===== src/rtl/jetpack_physics.sv =====
// jetpack_physics: vertical-motion engine for the player sprite.
// Optional rebound on ceiling clamp: define JETPACK_CEIL_BOUNCE_EN.
module jetpack_physics #(
    parameter int TICK_W   = 8,
    parameter int TICK_DIV = 256,
    parameter int Y_W      = 9,
    parameter int Y_MIN    = 4,
    parameter int Y_MAX    = 420,
    parameter int Y_START  = 419,
    parameter int V_W      = 5,
    parameter int V_UP_MAX = 6,
    parameter int V_DN_MAX = 8,
    parameter int THRUST   = 2,
    parameter int GRAVITY  = 1
) (
    input  logic                  clk,
    input  logic                  reset,
    input  logic                  thrust_in,
    input  logic [1:0]            game_state,
    output logic [Y_W-1:0]        y_pos,
    output logic signed [V_W-1:0] vel,
    output logic [1:0]            phase,
    output logic                  grounded,
    output logic                  ceil_hit,
    output logic                  step
);

    // Signed working width: wide enough that y + v never wraps.
    localparam int SW = ((Y_W > V_W) ? Y_W : V_W) + 2;

    typedef enum logic [1:0] {
        IDLE     = 2'd0,
        RISING   = 2'd1,
        FALLING  = 2'd2,
        GROUNDED = 2'd3
    } phase_e;

    localparam logic [TICK_W-1:0]    CNT_LAST = TICK_W'(TICK_DIV - 1);
    localparam logic [Y_W-1:0]       Y_START_V = Y_W'(Y_START);
    localparam logic [Y_W-1:0]       Y_MIN_V = Y_W'(Y_MIN);
    localparam logic [Y_W-1:0]       Y_MAX_V = Y_W'(Y_MAX);
    localparam logic signed [SW-1:0] S_THRUST = SW'(THRUST);
    localparam logic signed [SW-1:0] S_GRAV = SW'(GRAVITY);
    localparam logic signed [SW-1:0] S_UP = SW'(-V_UP_MAX);
    localparam logic signed [SW-1:0] S_DN = SW'(V_DN_MAX);
    localparam logic signed [SW-1:0] S_YMIN = SW'(Y_MIN);
    localparam logic signed [SW-1:0] S_YMAX = SW'(Y_MAX);

    phase_e                phase_q, phase_d;
    logic [Y_W-1:0]        y_q, y_d;
    logic signed [V_W-1:0] vel_q, vel_d;
    logic [TICK_W-1:0]     cnt_q, cnt_d;
    logic                  ceil_q, ceil_d;
    logic                  step_q, step_d;

    logic                  run;
    logic                  tick;
    logic signed [SW-1:0]  v_ext;
    logic signed [SW-1:0]  v_nx;
    logic signed [SW-1:0]  y_nx;

    // State register with synchronous reset.
    always_ff @(posedge clk) begin
        if (reset) begin
            phase_q <= IDLE;
            y_q     <= Y_START_V;
            vel_q   <= '0;
            cnt_q   <= '0;
            ceil_q  <= 1'b0;
            step_q  <= 1'b0;
        end else begin
            phase_q <= phase_d;
            y_q     <= y_d;
            vel_q   <= vel_d;
            cnt_q   <= cnt_d;
            ceil_q  <= ceil_d;
            step_q  <= step_d;
        end
    end

    // Next-state: tick divider, velocity/position integration, clamping.
    always_comb begin
        run  = (game_state == 2'b01);
        tick = (cnt_q == CNT_LAST);

        v_ext = $signed({{(SW - V_W){vel_q[V_W-1]}}, vel_q});
        if (thrust_in) begin
            v_nx = v_ext - S_THRUST;
            if (v_nx < S_UP) v_nx = S_UP;
        end else begin
            v_nx = v_ext + S_GRAV;
            if (v_nx > S_DN) v_nx = S_DN;
        end
        y_nx = $signed({{(SW - Y_W){1'b0}}, y_q}) + v_nx;

        phase_d = phase_q;
        y_d     = y_q;
        vel_d   = vel_q;
        cnt_d   = tick ? '0 : cnt_q + 1'b1;
        ceil_d  = 1'b0;
        step_d  = 1'b0;

        if (!run) begin
            phase_d = IDLE;
            y_d     = Y_START_V;
            vel_d   = '0;
            cnt_d   = '0;
        end else if (phase_q == IDLE) begin
            phase_d = FALLING;
        end else if (tick) begin
            step_d = 1'b1;
            if (y_nx >= S_YMAX) begin
                y_d     = Y_MAX_V;
                vel_d   = '0;
                phase_d = GROUNDED;
            end else if (y_nx <= S_YMIN) begin
                y_d    = Y_MIN_V;
                ceil_d = 1'b1;
`ifdef JETPACK_CEIL_BOUNCE_EN
                vel_d   = V_W'(1);
                phase_d = FALLING;
`else
                vel_d   = '0;
                phase_d = thrust_in ? RISING : FALLING;
`endif
            end else begin
                y_d     = y_nx[Y_W-1:0];
                vel_d   = v_nx[V_W-1:0];
                phase_d = v_nx[SW-1] ? RISING : FALLING;
            end
        end
    end

    // Outputs straight from registered state.
    always_comb begin
        y_pos    = y_q;
        vel      = vel_q;
        phase    = phase_q;
        grounded = (phase_q == GROUNDED);
        ceil_hit = ceil_q;
        step     = step_q;
    end

endmodule


===== config.mk =====
export PLATFORM = sky130hd
export DESIGN_NAME = jetpack_physics
export DESIGN_NICKNAME = d
export VERILOG_FILES = /design/src/rtl/jetpack_physics.sv
export SDC_FILE = /design/constraint.sdc
export NUM_CORES = 1
export LEC_CHECK = 0
export ABC_CLOCK_PERIOD_IN_PS = 12700
export CAP_MARGIN = 20
export CORE_ASPECT_RATIO = 0.75
export CORE_MARGIN = 4
export CORE_UTILIZATION = 51
export DETAILED_ROUTE_END_ITERATION = 16
export GPL_ROUTABILITY_DRIVEN = 0
export PLACE_DENSITY = 0.84
export REMOVE_ABC_BUFFERS = 1
export SKIP_CTS_REPAIR_TIMING = 1
export SYNTH_ARGS = -nofsm -noshare
export SYNTH_HDL_FRONTEND = slang
export SYNTH_SLANG_ARGS = --single-unit

===== constraint.sdc =====
create_clock -name clk -period 12.7 [get_ports clk]
set_input_delay 1.27 -clock clk [delete_from_list [all_inputs] [get_ports clk]]
set_output_delay 1.27 -clock clk [all_outputs]
set_load 0.01 [all_outputs]

==> reports/metrics.cfg, run 1 <==
[place]
dp_cells=293
dpl.hpwl_um=3290
dpl-instance-area_mm2=0.00213
portBuffers=23

[sta]
slew_viol_final=0
timing.fmax_ghz=0.191
final-hold-violation-count=0
fin_crit_sh_pct=41.3
rsz0062_at_grt=false
relSlewSlack_pct=52.5
finalSetupViolCount=0
fin_skew_ns=0.00739
period_minus_slack_ns=5.24
max_slew.worst_pin.slew_ns=0.707
fin_setup_tns_ns=0

[route]
drt_wl_total_um=4180
drtIter0Drc=92
first_pass_iters=4
drc=0
viasPerCell=5.63
antenna_left=0
vias=1672
wire_per_inst_um=14.1

[setup_path]
cp_max_fo=13
required_ns=12.89
critPathLaunch=thrust_in
critPathKind=input pin to register
end_kind=register
worstPathArrival_ns=5.43
worstReg2RegStart=vel[1]
cp-start-kind=input pin

[floorplanning]
io_pins=24
rows=18
coreArea_mm2=0.00340
die_x_um=77.8
dieHeight_um=60.3
initial_utilization_pct=54.7
die_area_mm2=0.00469

[final_layout]
post-route-cell-area_mm2=0.00220
nets=269
multi_input_area_mm2=0.00127
final_cell_count_no_fill=297
fillers=305
synthToLayoutAreaGrowth_pct=18.2
drive_gt1_share_pct=6.48
num_antenna_cells=0
seq_area_um2=520

[power]
ir_drop_uv=52.9
combPwrFrac_pct=16.3
pwr-share-seq_pct=45.7
p_per_area_mw_per_mm2=81.6
p_clk_share_pct=38.0
leakage_nw=0.885
p_sw_share_pct=24.8
p_int_uw=135
power_switching_uw=44.6

[global_route]
grtUsageTotal_pct=19.0
grt_pass1_vias=1471
overflow=0
grt_max_degree=16
grt_pass1_wl_um=7140
antenna_found_initial=0

[clock_network]
clk_latency_ns=0.28
root_buffer=clkbuf_8
htree_levels=1
cts_inserted_buffers=3
cts_sinks=26
clk_path_buf_depth=2
cts_tree=done
clkSlewWorstSetupHoldPaths_ns=0.09

[yosys]
synth_ff_type=dfxtp_1
postSynthCellCount=226
synth_edf_count=0
syn-cell-area_mm2=0.00186
synth_cell_types=52
synth_seq_area_share_pct=28.0
synth-seq-cells=26
syn_area_per_cell_um2=8.24
async_flop_share_pct=0
yosysWarnings=0

[min_path]
hold_start=cnt_q[0]
hp-class=register to register

[job]
max_cap_viol_count=0

[outcome]
status=complete, no violations

[synth_stat cells (all sizes together) (4+ instances only)]
library cell   n  area [um^2]
nor2          28          105
dfxtp         26          521
nand2         23         86.3
ha            15          188
a21oi         14         70.1
inv           12         45.0
o21ai         11         55.1
xnor2          8         70.1
xor2           8         70.1
o31ai          7         52.6
a22o           5         43.8
clkbuf         4         15.0
nand3          4         20.0
nor3           4         35.0
[stage by stage]
| step | utilization, % | power [mW] | setup WS, ns | hold slack [ns] |
|---|---|---|---|---|
| finish | 64.7 | 0.180 | 7.46 | 0.464 |
| global route | 64.7 | 0.188 | 7.08 | 0.517 |
| CTS | 64.7 | 0.181 | 7.55 | 0.471 |
| detailed placement | 62.6 | 0.113 | 7.30 | 0.451 |
| global placement | 62.6 | 0.112 | 7.36 | 0.440 |
| floorplan | - | 0.105 | 8.34 | 0.426 |
[area by class of cell]
| class | count | area share, % |
|---|---|---|
| tap | 50 | 2.84 |
| clock buffer | 3 | 1.88 |
| timing repair buffer | 23 | 10.5 |
| clock inverter | 1 | 1.36 |
| inverter | 12 | 2.05 |
| multi-input combinational | 182 | 57.8 |
| sequential | 26 | 23.6 |
[critical path: stages]
cell and delay, ns:
clkdlybuf4s50_1 0.74, and4b_4 0.28, a211oi_4 0.51, ha_1 0.39, a21oi_1 0.26, o21ai_0 0.24, and2_1 0.24, a21oi_1 0.18
xor2_1 0.47, o41ai_4 0.23, or2_1 0.34, o31ai_1 0.27
[placed cells by master (no fill, tap or decap), types with 4 or more instances in the layout]
cell / count
nand3_1: 4
ha_1: 15
o31ai_1: 7
inv_1: 12
nand2_1: 23
xnor2_1: 8
xor2_1: 8
dfxtp_1: 26
a22o_1: 5
clkdlybuf4s50_1: 23
nor2_1: 28
a21oi_1: 14
o21ai_0: 11
[path summary, 6_finish.rpt]
path / end / slack (ns) / cells past startpoint
max: y_pos[4] / 7.46 / 12
min: cnt_q[0] / 0.46 / 1
max reg2reg: y_pos[4] / 7.73 / 19
min reg2reg: cnt_q[0] / 0.46 / 1
[flip-flops by register name, summed over array words and instances, names as in the netlist]
signal	cells
step	1
cnt_q	8
y_pos	9
ceil_hit	1
phase	2
vel	5
[cell families after synthesis]
kind of cell / after synthesis / synth area share, %
fa+ha+maj: 16 / 11.2
mux: 4 / 2.28
compound gates: 63 / 25.0
simple gates: 83 / 22.3
xor+xnor: 16 / 7.53
flops: 26 / 28.0
buf+inv: 18 / 3.76
[routing by layer]
metal	part of all wire, %	GRT usage [%]	vias to the layer above
li1	-	-	861
met1	53	28.0	769
met2	42	29.0	37
met3	4.5	4.22	5
met4	0.60	3.05	0
met5	0	0	-
[power groups by stage]
stage	Clock [mW]	Combinational, mW	Sequential [mW]
floorplan	0	0.0214	0.0840
global placement	0	0.0282	0.0840
detailed placement	0	0.0286	0.0840
CTS	0.0698	0.0289	0.0821
global route	0.0733	0.0324	0.0822
finish	0.0683	0.0293	0.0821
Power figures use the tool's default switching activity.
==> inputs of run 2 (changes only) <==
- ABC_CLOCK_PERIOD_IN_PS: 12700 -> 4700
- CORE_UTILIZATION: 51 -> 50
- PLACE_DENSITY: 0.84 -> 0.85
- clock period: 12.7 -> 4.7 ns (I/O delays scaled with it)
==> run 2 against run 1 <==
  * Clock skew decreased by 0.0020 ns
  * Flip-flop and latch count unchanged
  * Total power increased to 2.8 times the previous value
  * Largest power group unchanged
==> reports/metrics.cfg, run 2 (synthesis gave the netlist of run 1 again) <==
[clock_network]
clk_latency_ns=0.28  ; about the same
clk_path_buf_depth=2  ; unchanged
htree_levels=1  ; unchanged
cts_tree=done
cts_sinks=26  ; unchanged
clkSlewWorstSetupHoldPaths_ns=0.09  ; about the same
root_buffer=clkbuf_8
cts_inserted_buffers=3  ; unchanged

[global_route]
antenna_found_initial=0  ; unchanged
grt_pass1_wl_um=7650  ; +7.2%
grtUsageTotal_pct=20.6  ; +1.5 points
grt_max_degree=16  ; unchanged
grt_pass1_vias=1589  ; +8.0%
overflow=0  ; unchanged

[route]
wire_per_inst_um=16.0  ; +14%
drtIter0Drc=256  ; +180%
drc=0  ; unchanged
viasPerCell=6.03  ; +7.0%
drt_wl_total_um=5010  ; +20%
antenna_left=0  ; unchanged
vias=1886  ; +13%
first_pass_iters=5  ; +1

[floorplanning]
io_pins=24  ; unchanged
rows=18  ; unchanged
initial_utilization_pct=54.4  ; -0.36 points
die_x_um=78.5  ; +0.89%
dieHeight_um=60.8  ; +0.86%
die_area_mm2=0.00477  ; +1.8%
coreArea_mm2=0.00342  ; +0.66%

[final_layout]
fillers=287  ; -5.9%
final_cell_mix=nor2_1 (28), dfxtp_1 (26), nand2_1 (23), clkdlybuf4s50_1 (23), buf_4 (16)
synthToLayoutAreaGrowth_pct=26.3
nets=285  ; +5.9%
num_antenna_cells=0  ; unchanged
seq_area_um2=520  ; unchanged
final_cell_count_no_fill=313  ; +5.4%
drive_gt1_share_pct=13.7  ; +7.2 points
mostFrequentLayoutCell=nor2_1
multi_input_area_mm2=0.00130  ; +2.5%
largest_register_ffs=9  ; unchanged
post-route-cell-area_mm2=0.00235  ; +6.9%

[power]
ir_drop_uv=132  ; +150%
p_per_area_mw_per_mm2=217  ; +170%
leakage_nw=0.974  ; +10%

[sta]
fin_skew_ns=0.00542  ; -0.00197 ns
period_minus_slack_ns=4.64
final-hold-violation-count=0  ; unchanged
setup_slack_ns=0.0625  ; -7.39 ns
fin_crit_sh_pct=98.7
relSlewSlack_pct=57.6  ; +5.1 points
timing.fmax_ghz=0.216
finalSetupViolCount=0  ; unchanged
max_slew.worst_pin.slew_ns=0.630  ; -0.0771 ns
slew_viol_final=0  ; unchanged

[outcome]
status=complete, no violations

[setup_path]
path_cells=inv_1 > ha_1 > inv_1 > nand2_1 > o21ai_0 > a31oi_1 > ha_1 > nor2b_2 > mux2_2 > ha_1 > fa_2 > a211oi_2 > o211ai_1 > and4_1 > a311o_2 > nor3_4 > o41ai_4 > or2_1 > o31ai_1
cpPeakStageDelay_ns=0.39  ; -0.35 ns
required_ns=4.89  ; -8.00 ns
crit_top_cell=ha_1
critPathKind=register to register
crit_buf_inv=2  ; +1
crit_family=compound AO/OA/AOI/OAI gates
cp_max_fo=5  ; -8
cp-start-kind=register
end_kind=register
worstPathArrival_ns=4.83  ; -0.60 ns
rrSetupSlack_ns=0.06  ; -7.67 ns
slowest_stage=ha_1

[place]
dp_cells=300  ; +2.4%
dpl.hpwl_um=3540  ; +7.7%
dp_worst_setup_slack_ns=0.125  ; -7.17 ns
dpl-instance-area_mm2=0.00218  ; +2.5%
portBuffers=23  ; unchanged

[job]
max_cap_viol_count=0  ; unchanged

[min_path]
hp-class=register to register

run 2: area by class of cell:
| cell class | instances | area share (%) |
|---|---|---|
| inverter | 12 | 1.91 |
| timing repair buffer | 39 | 14.9 |
| multi-input combinational | 182 | 55.4 |
| tap | 50 | 2.66 |
| clock inverter | 1 | 1.28 |
| sequential | 26 | 22.1 |
| clock buffer | 3 | 1.76 |
run 2: worst reg2reg max path, delay by kind of cell (launching register included):
kind / cells / cell delay [ns]
DFF: 1 / 0.38
and+or+nand+nor: 5 / 0.98
adders and majority gates: 4 / 1.22
muxes: 1 / 0.28
AOI/OAI and AO/OA: 7 / 1.52
buffers and inverters: 2 / 0.17
run 2: final timing paths:
| check | from | end | cells after the start |
|---|---|---|---|
| worst max-delay path | vel[1] | y_pos[4] | 19 |
| worst min register to register | cnt_q[0] | cnt_q[0] | 1 |
| worst min-delay path | cnt_q[0] | cnt_q[0] | 1 |
| worst max register to register | vel[1] | y_pos[4] | 19 |
run 2: power by group:
part / internal, mW / leakage [nW] / switching (mW)
combinational: 0.0422 / 0.728 / 0.0578
sequential: 0.221 / 0.210 / 0.000885
clock: 0.114 / 0.0357 / 0.0750
total: 0.377 / 0.974 / 0.134
run 2: metal layers:
metal / GRT usage (%) / routed length [um] / vias to the layer above
met1: 30.4 / 2390 / 884
met2: 30.5 / 2120 / 102
met3: 4.15 / 422 / 11
met4: 5.49 / 69 / 0
met5: 0 / 0 / -
li1: - / - / 889
run 2: per-stage QoR:
stage	utilization, %	total power, mW	setup TNS [ns]	hold WS [ns]
final	68.7	0.511	0	0.487
after global routing	68.7	0.531	-0.808	0.502
after CTS	65.8	0.495	0	0.492
after detailed placement	63.7	0.309	0	0.471
after global placement	63.7	0.308	0	0.446
after floorplan	-	0.285	0	0.426
==> inputs of run 3 (changes only) <==
- MAX_ROUTING_LAYER: default -> met4
==> run 3 against run 2 <==
  * Design area shrank 0.48%
  * Critical endpoint is now vel[0]
  * Highest routed layer unchanged
  * Maximum frequency grew 0.16%
  * Critical path type unchanged
  * Wire length shrank 4.1%
  * Worst hold slack lost 0.0020 ns
  * Sequential share of layout area grew 0.11 points
==> reports/metrics.cfg, run 3 (synthesis gave the netlist of run 1 again) <==
[global_route]
grt_max_degree=16  ; unchanged
grtUsageTotal_pct=21.2  ; +0.65 points
antenna_found_initial=0  ; unchanged
overflow=0  ; unchanged
grt_pass1_vias=1583  ; -0.38%
grt_pass1_wl_um=7640  ; -0.18%

[sta]
fin_setup_tns_ns=0  ; unchanged
final-hold-violation-count=0  ; unchanged
max_slew.worst_pin.slew_ns=0.636  ; +0.00645 ns
slew_viol_final=0  ; unchanged
relSlewSlack_pct=57.1  ; -0.43 points
timing.fmax_ghz=0.216  ; +0.16%
whs_ns=0.485  ; -0.00197 ns
period_minus_slack_ns=4.63  ; -0.00748 ns
fin_crit_sh_pct=98.5  ; -0.16 points
setup_slack_ns=0.0700  ; +0.00748 ns
finalSetupViolCount=0  ; unchanged
fin_skew_ns=0.00617  ; +0.000751 ns

[power]
power_switching_uw=131  ; -1.8%
p_clk_share_pct=37.2  ; +0.2 points
p_int_uw=375  ; -0.46%
pwr-share-seq_pct=43.8  ; +0.4 points
leakage_nw=0.963  ; -1.1%
combPwrFrac_pct=19.1  ; -0.5 points
ir_drop_uv=124  ; -5.8%
p_per_area_mw_per_mm2=217  ; -0.33%
p_sw_share_pct=25.9  ; -0.25 points

[final_layout]
largest_register_ffs=9  ; unchanged
num_antenna_cells=0  ; unchanged
final_cell_mix=nor2_1 (28), dfxtp_1 (26), nand2_1 (23), clkdlybuf4s50_1 (23), ha_1 (15)
postLayoutCoreUtil_pct=68.4  ; -0.33 points
synthToLayoutAreaGrowth_pct=25.7
nets=283  ; -0.70%
drive_gt1_share_pct=13.4  ; -0.28 points
mostFrequentLayoutCell=nor2_1
post-route-cell-area_mm2=0.00234  ; -0.48%
fillers=297  ; +3.5%

[setup_path]
worst_r2r_endpoint=vel[0]
rrSetupSlack_ns=0.07  ; about the same
critPathKind=register to register
end_kind=register
cp_max_fo=5  ; unchanged
r2r_cells=20  ; +1
worstPathArrival_ns=4.80  ; -0.03 ns
cp-start-kind=register
worstReg2RegStart=vel[1]
required_ns=4.87  ; -0.02 ns

[route]
drtIter0Drc=223  ; -13%
first_pass_iters=4  ; -1
antenna_left=0  ; unchanged
drc=0  ; unchanged
wire_per_inst_um=15.4  ; -3.5%
drt_wl_total_um=4800  ; -4.1%
viasPerCell=5.83  ; -3.3%
vias=1813  ; -3.9%

[min_path]
hold-path-cell-count=1  ; unchanged
hold_end=cnt_q[0]
hold_start=cnt_q[0]
hp-class=register to register

[clock_network]
root_buffer=clkbuf_8
clk_path_buf_depth=2  ; unchanged
clkSlewWorstSetupHoldPaths_ns=0.09  ; about the same
cts_sinks=26  ; unchanged
htree_levels=1  ; unchanged
cts_inserted_buffers=3  ; unchanged
cts_tree=done
clk_latency_ns=0.28  ; about the same

[floorplanning]
die_x_um=78.5  ; unchanged
coreArea_mm2=0.00342  ; unchanged
io_pins=24  ; unchanged
dieHeight_um=60.8  ; unchanged
rows=18  ; unchanged
initial_utilization_pct=54.4  ; unchanged
die_area_mm2=0.00477  ; unchanged

[place]
dp_worst_setup_slack_ns=0.125  ; unchanged
portBuffers=23  ; unchanged
dpl.hpwl_um=3540  ; unchanged
dpl-instance-area_mm2=0.00218  ; unchanged

[job]
max_cap_viol_count=0  ; unchanged

[outcome]
status=complete, no violations

-- run 3: cell count changes in the layout (fill, tap and decap cells not counted) --
cell / change
mux2i_2: +1
buf_4: -2
mux2i_1: -1
-- run 3: routing by layer --
metal / GRT usage [%] / part of all wire, % / vias to the layer above
met1: 30.3 / 49 / 833
met4: 5.49 / 1.5 / 0
li1: - / - / 892
met5: - / 0 / -
met3: 4.01 / 7.2 / 9
met2: 30.6 / 42 / 79
-- run 3: critical path: stages (launching register included) --
cell and delay [ns]:
dfxtp_1 0.37, inv_1 0.07, ha_1 0.25, inv_1 0.09, nand2_1 0.05, o21ai_0 0.09
a31oi_1 0.11, ha_1 0.39, nor2b_2 0.08, mux2_2 0.28, ha_1 0.22, fa_2 0.37
a211oi_2 0.27, o211ai_1 0.22, a2111oi_1 0.55, a311o_2 0.23, nor3_4 0.05, o41ai_4 0.37
buf_4 0.20, nor3_4 0.05, a22o_1 0.20
-- run 3: worst max path at each step --
stage	startpoint	endpoint	slack [ns]	cells past startpoint
after floorplan	vel[1]	phase[1]	0.34	19
after global placement	vel[1]	y_pos[4]	0.31	19
after detailed placement	vel[1]	phase[0]	0.12	19
after CTS	vel[1]	phase[0]	0.03	19
after global routing	vel[1]	vel[0]	-0.17	20
final	vel[1]	vel[0]	0.07	20
-- run 3: stage by stage --
stage,std cells,power (mW)
floorplan,220,0.285
global placement,300,0.308
detailed placement,300,0.309
CTS,304,0.495
global route,311,0.528
finish,311,0.507
-- run 3: cell type report --
class                      count  area, um^2  share of cell area [%]
multi-input combinational    182        1310                    55.8
sequential                    26         520                    22.2
timing repair buffer          37         335                    14.3
tap                           50        62.6                    2.67
inverter                      12        45.0                    1.92
clock buffer                   3        41.3                    1.76
clock inverter                 1        30.0                    1.28
-- run 3: power by group through the flow --
stage                     combinational, mW  clock (mW)  sequential (mW)
after floorplan                      0.0579           0            0.227
after global placement               0.0811           0            0.227
after detailed placement             0.0824           0            0.227
after CTS                            0.0833       0.190            0.222
after global routing                  0.104       0.201            0.222
final                                0.0967       0.188            0.222
==> RTL edit 1 (flow settings as in run 1) <==
Register the output `vel`, cleared by the reset; this adds one clock of latency there. The other outputs are not delayed to match.
--- a/src/rtl/jetpack_physics.sv
+++ b/src/rtl/jetpack_physics.sv
@@ -45,6 +45,8 @@
     localparam logic signed [SW-1:0] S_DN = SW'(V_DN_MAX);
     localparam logic signed [SW-1:0] S_YMIN = SW'(Y_MIN);
     localparam logic signed [SW-1:0] S_YMAX = SW'(Y_MAX);
+
+    logic signed [V_W-1:0] vel_c;
 
     phase_e                phase_q, phase_d;
     logic [Y_W-1:0]        y_q, y_d;
@@ -134,12 +136,20 @@
     // Outputs straight from registered state.
     always_comb begin
         y_pos    = y_q;
-        vel      = vel_q;
+        vel_c    = vel_q;
         phase    = phase_q;
         grounded = (phase_q == GROUNDED);
         ceil_hit = ceil_q;
         step     = step_q;
     end
 
+    always_ff @(posedge clk) begin
+        if (reset) begin
+            vel <= '0;
+        end else begin
+            vel <= vel_c;
+        end
+    end
+
 endmodule
 
Check against the original RTL: same outputs for any inputs over 10 cycles, from zero or initial values and one cycle with reset high; that may be too few to reach the edited logic, so the function may still have changed.
==> RTL edit 1 against run 1 <==
  * Hold slack better by 5.5 ps
  * First-iteration DRC count increased by 120%
  * Via count rose by 10%
  * Power grew 26%
  * Wire length increased by 11%
  * Design area up 11%
  * Synthesized cell count grew 8.0%
  * Critical path depth stayed put
  * Cell count up 7.4%
  * Sequential cell count rose by 5
  * Worst setup slack better by 480 ps
  * Synthesized area increased by 14%
  * Critical path type unchanged
  * Highest routed layer unchanged
==> RTL edit 1: results <==
metrics = {
    "logic_synthesis": {
        "synthArstFlopShare_pct": 0,
        "synth_commonest_cells": "dfxtp_1, nor2_1, nand2_1",
        "ys.flop_type": "dfxtp_1",
        "yosys_warnings": 0,
        "synthDistinctLibCells": 61,
        "ys_seq_area_share_pct": 29.4,
        "synth.area.top_cells": "dfxtp_1, ha_1, nor2_1",
    },
    "clock_tree": {
        "clock_latency_ps": 280,
        "path_clk_slew_ps": 60,
        "clockRootBuffer": "clkbuf_8",
        "clockBufferDepth": 2,
        "numCtsBuffers": 5,
        "h-tree-depth": 2,
    },
    "placed_design": {
        "hpwlAfterDp_um": 3550,
        "portBuffers": 23,
    },
    "hold_path": {
        "holdPathStages": 1,
        "hold_path.class": "register to register",
    },
    "drt": {
        "drt_iter0_drc": 205,
        "vias": 1845,
        "dr.pass1.iters": 4,
        "wl_per_cell_um": 14.6,
    },
    "grt": {
        "grt_pass1_wl_um": 7880,
        "grt_pass1_vias": 1726,
        "antenna_found_initial": 0,
        "grt_usage_pct": 18.9,
        "grt_max_degree": 13,
    },
    "run_status": {
        "status": "finished, final reports clean",
    },
    "finish": {
        "layout.nets": 287,
        "antennaDiodeCount": 0,
        "fillers": 323,
        "largest_reg_flops": 9,
        "drive_gt1_share_pct": 11.2,
    },
    "power_and_ir_drop": {
        "p_leak_nw": 0.986,
        "p_sw_uw": 53.1,
        "ir_worst_vdd_uv": 51.6,
    },
    "timing": {
        "max-slew-margin-rel_pct": 50.0,
        "finClkSkew_ps": 5.10,
    },
    "critical_path": {
        "worstPathArrival_ps": 4930,
        "critical_path.max_fanout": 12,
        "rr_worst_depth": 18,
    },
}
==> RTL edit 1: layout make-up <==
class / instances / area (um2) / share of cell area [%]
clock inverter: 2 / 35.0 / 1.43
multi-input combinational: 193 / 1360 / 55.8
sequential: 31 / 621 / 25.4
inverter: 12 / 45.0 / 1.84
timing repair buffer: 23 / 230 / 9.43
clock buffer: 6 / 82.6 / 3.38
tap: 52 / 65.1 / 2.66
==> RTL edit 1: routing by layer <==
metal	share of wire, %	routed length (um)	track usage, %
met3	5.7	267	4.49
met4	1.2	55	4.77
met1	53	2450	28.8
met2	40	1880	26.5
met5	0	0	0
==> RTL edit 1: cells by family after synthesis <==
logic type / synth area share (%)
and+or+nand+nor: 23.5
muxes: 2.25
xor gates and xnor gates: 6.22
AOI/OAI and AO/OA: 22.7
DFF: 29.4
buffers and inverters: 6.10
adders and majority gates: 9.83
==> RTL edit 1: final timing paths <==
check | start | end | slack (ps)
max | thrust_in | y_pos[1]$_SDFFE_PP1P_ | 7940
min | cnt_q[0]$_SDFF_PP0_ | cnt_q[0]$_SDFF_PP0_ | 470
max reg2reg | vel_c[1]$_SDFFE_PP0P_ | y_pos[1]$_SDFFE_PP1P_ | 8110
min reg2reg | cnt_q[0]$_SDFF_PP0_ | cnt_q[0]$_SDFF_PP0_ | 470
==> RTL edit 1: worst max-delay path, stage by stage <==
cell and delay (ps):
clkdlybuf4s50_1 630, nor2b_1 280, mux2_2 290, ha_1 230
fa_1 420, a211oi_2 280, o31a_2 230, xnor2_1 90
or4_4 560, or2_4 260, and3_4 180, a31o_1 210
==> RTL edit 1: stage by stage <==
| step | cells | power (mW) | setup slack, ps | hold slack [ps] | instance area [um2] |
|---|---|---|---|---|---|
| 6_report | 319 | 0.226 | 7940 | 469 | 2440 |
| 5_1_grt | 319 | 0.236 | 7680 | 490 | 2440 |
| 4_1_cts | 319 | 0.227 | 7960 | 471 | 2440 |
| 3_5_place_dp | 311 | 0.128 | 7670 | 456 | 2320 |
| 3_3_place_gp | 311 | 0.128 | 7730 | 445 | 2320 |
| 2_1_floorplan | 236 | 0.121 | 8550 | 426 | 2030 |
==> RTL edit 1: power groups by stage <==
stage	combinational, mW	sequential, mW	clock [mW]
after floorplan	0.0215	0.100	0
after global placement	0.0282	0.100	0
after detailed placement	0.0285	0.100	0
after CTS	0.0288	0.0978	0.101
after global routing	0.0325	0.0978	0.106
final	0.0293	0.0978	0.0992
==> RTL edit 2 (flow settings as in run 1) <==
Without the edit above. Set the parameter `Y_W` to 7 (it was 9).
--- a/src/rtl/jetpack_physics.sv
+++ b/src/rtl/jetpack_physics.sv
@@ -3,7 +3,7 @@
 module jetpack_physics #(
     parameter int TICK_W   = 8,
     parameter int TICK_DIV = 256,
-    parameter int Y_W      = 9,
+    parameter int Y_W      = 7,
     parameter int Y_MIN    = 4,
     parameter int Y_MAX    = 420,
     parameter int Y_START  = 419,
Ports: changed (resized y_pos); port bits go from 24 to 22. No check against the original RTL was run, so the function may have changed too.
==> RTL edit 2 against run 1 <==
  * Fmax is 31% higher
  * Wire length down 13%
  * Largest cell class unchanged
  * Critical path depth shrank 1
  * Core utilization fell by 0.70 points
  * Sequential cell count down 2
  * Synthesized area down 17%
  * Power fell by 11%
  * Clock power shrank 1%
  * Synthesized cell count down 20%
  * Non-clock buffer count shrank 2
  * Sequential share of layout area grew 2.1 points
  * Design area shrank 15%
  * Count of clock-buffer cells in the layout unchanged
  * Worst setup slack better by 1200 ps
==> RTL edit 2: results <==
metrics = {
    "finish": {
        "clock_area_share_pct": 3.82,
        "final_cells": 241,
        "seq_cells": 24,
        "sh_seq_area_pct": 25.8,
        "multiInputGateArea_mm2": 0.00101,
        "n_all_buffers": 21,
        "fillers": 222,
    },
    "placed_design": {
        "hpwlAfterDp_um": 2750,
        "pre_cts_ws_ps": 8460,
    },
    "timing": {
        "finClkSkew_ps": 2.64,
        "worst_pin_slew_ps": 791,
    },
    "drt": {
        "wl_met1_um": 1720,
        "vias": 1444,
        "routed_wl_um": 3630,
    },
    "logic_synthesis": {
        "synth_compound_area_share_pct": 22.0,
        "syn_inst": 181,
        "synth.area.top_cells": "dfxtp_1, ha_1, xnor2_1",
        "ys_seq_area_share_pct": 31.0,
        "synthAdderAreaFrac_pct": 11.8,
    },
    "critical_path": {
        "path_delay_family": "buffers and inverters",
        "rrSetupSlack_ps": 8870,
        "r2r_end": "phase[0]$_SDFFE_PP0P_",
    },
    "grt": {
        "gr-usage-met3_pct": 5.78,
        "grt_usage_pct": 19.6,
        "grtUsageMet1_pct": 26.0,
        "grt_pass1_wl_um": 6370,
    },
    "run_status": {
        "status": "finished, final reports clean",
    },
}
==> RTL edit 2: cell count changes after synthesis, moves of 5 or more <==
cell	run 1	this run
a22o_1	5	0
and3_1	3	9
nand2_1	23	12
nor2_1	28	15
nor3_1	1	7
o31ai_1	7	2
==> RTL edit 2: power by group <==
| group | switching, mW | leakage, nW | total (mW) | internal [mW] |
|---|---|---|---|---|
| logic | 0.00985 | 0.490 | 0.0173 | 0.00747 |
| registers | 0.000317 | 0.194 | 0.0758 | 0.0755 |
| clock network | 0.0251 | 0.0357 | 0.0673 | 0.0422 |
| total | 0.0353 | 0.719 | 0.160 | 0.125 |
==> RTL edit 2: stage by stage <==
step | hold WS (ps) | total power, mW | instance area, um2
after global placement | 443 | 0.0936 | 1790
final | 470 | 0.160 | 1870
after detailed placement | 453 | 0.0945 | 1790
after global routing | 518 | 0.167 | 1870
after CTS | 473 | 0.161 | 1870
after floorplan | 426 | 0.0899 | 1540
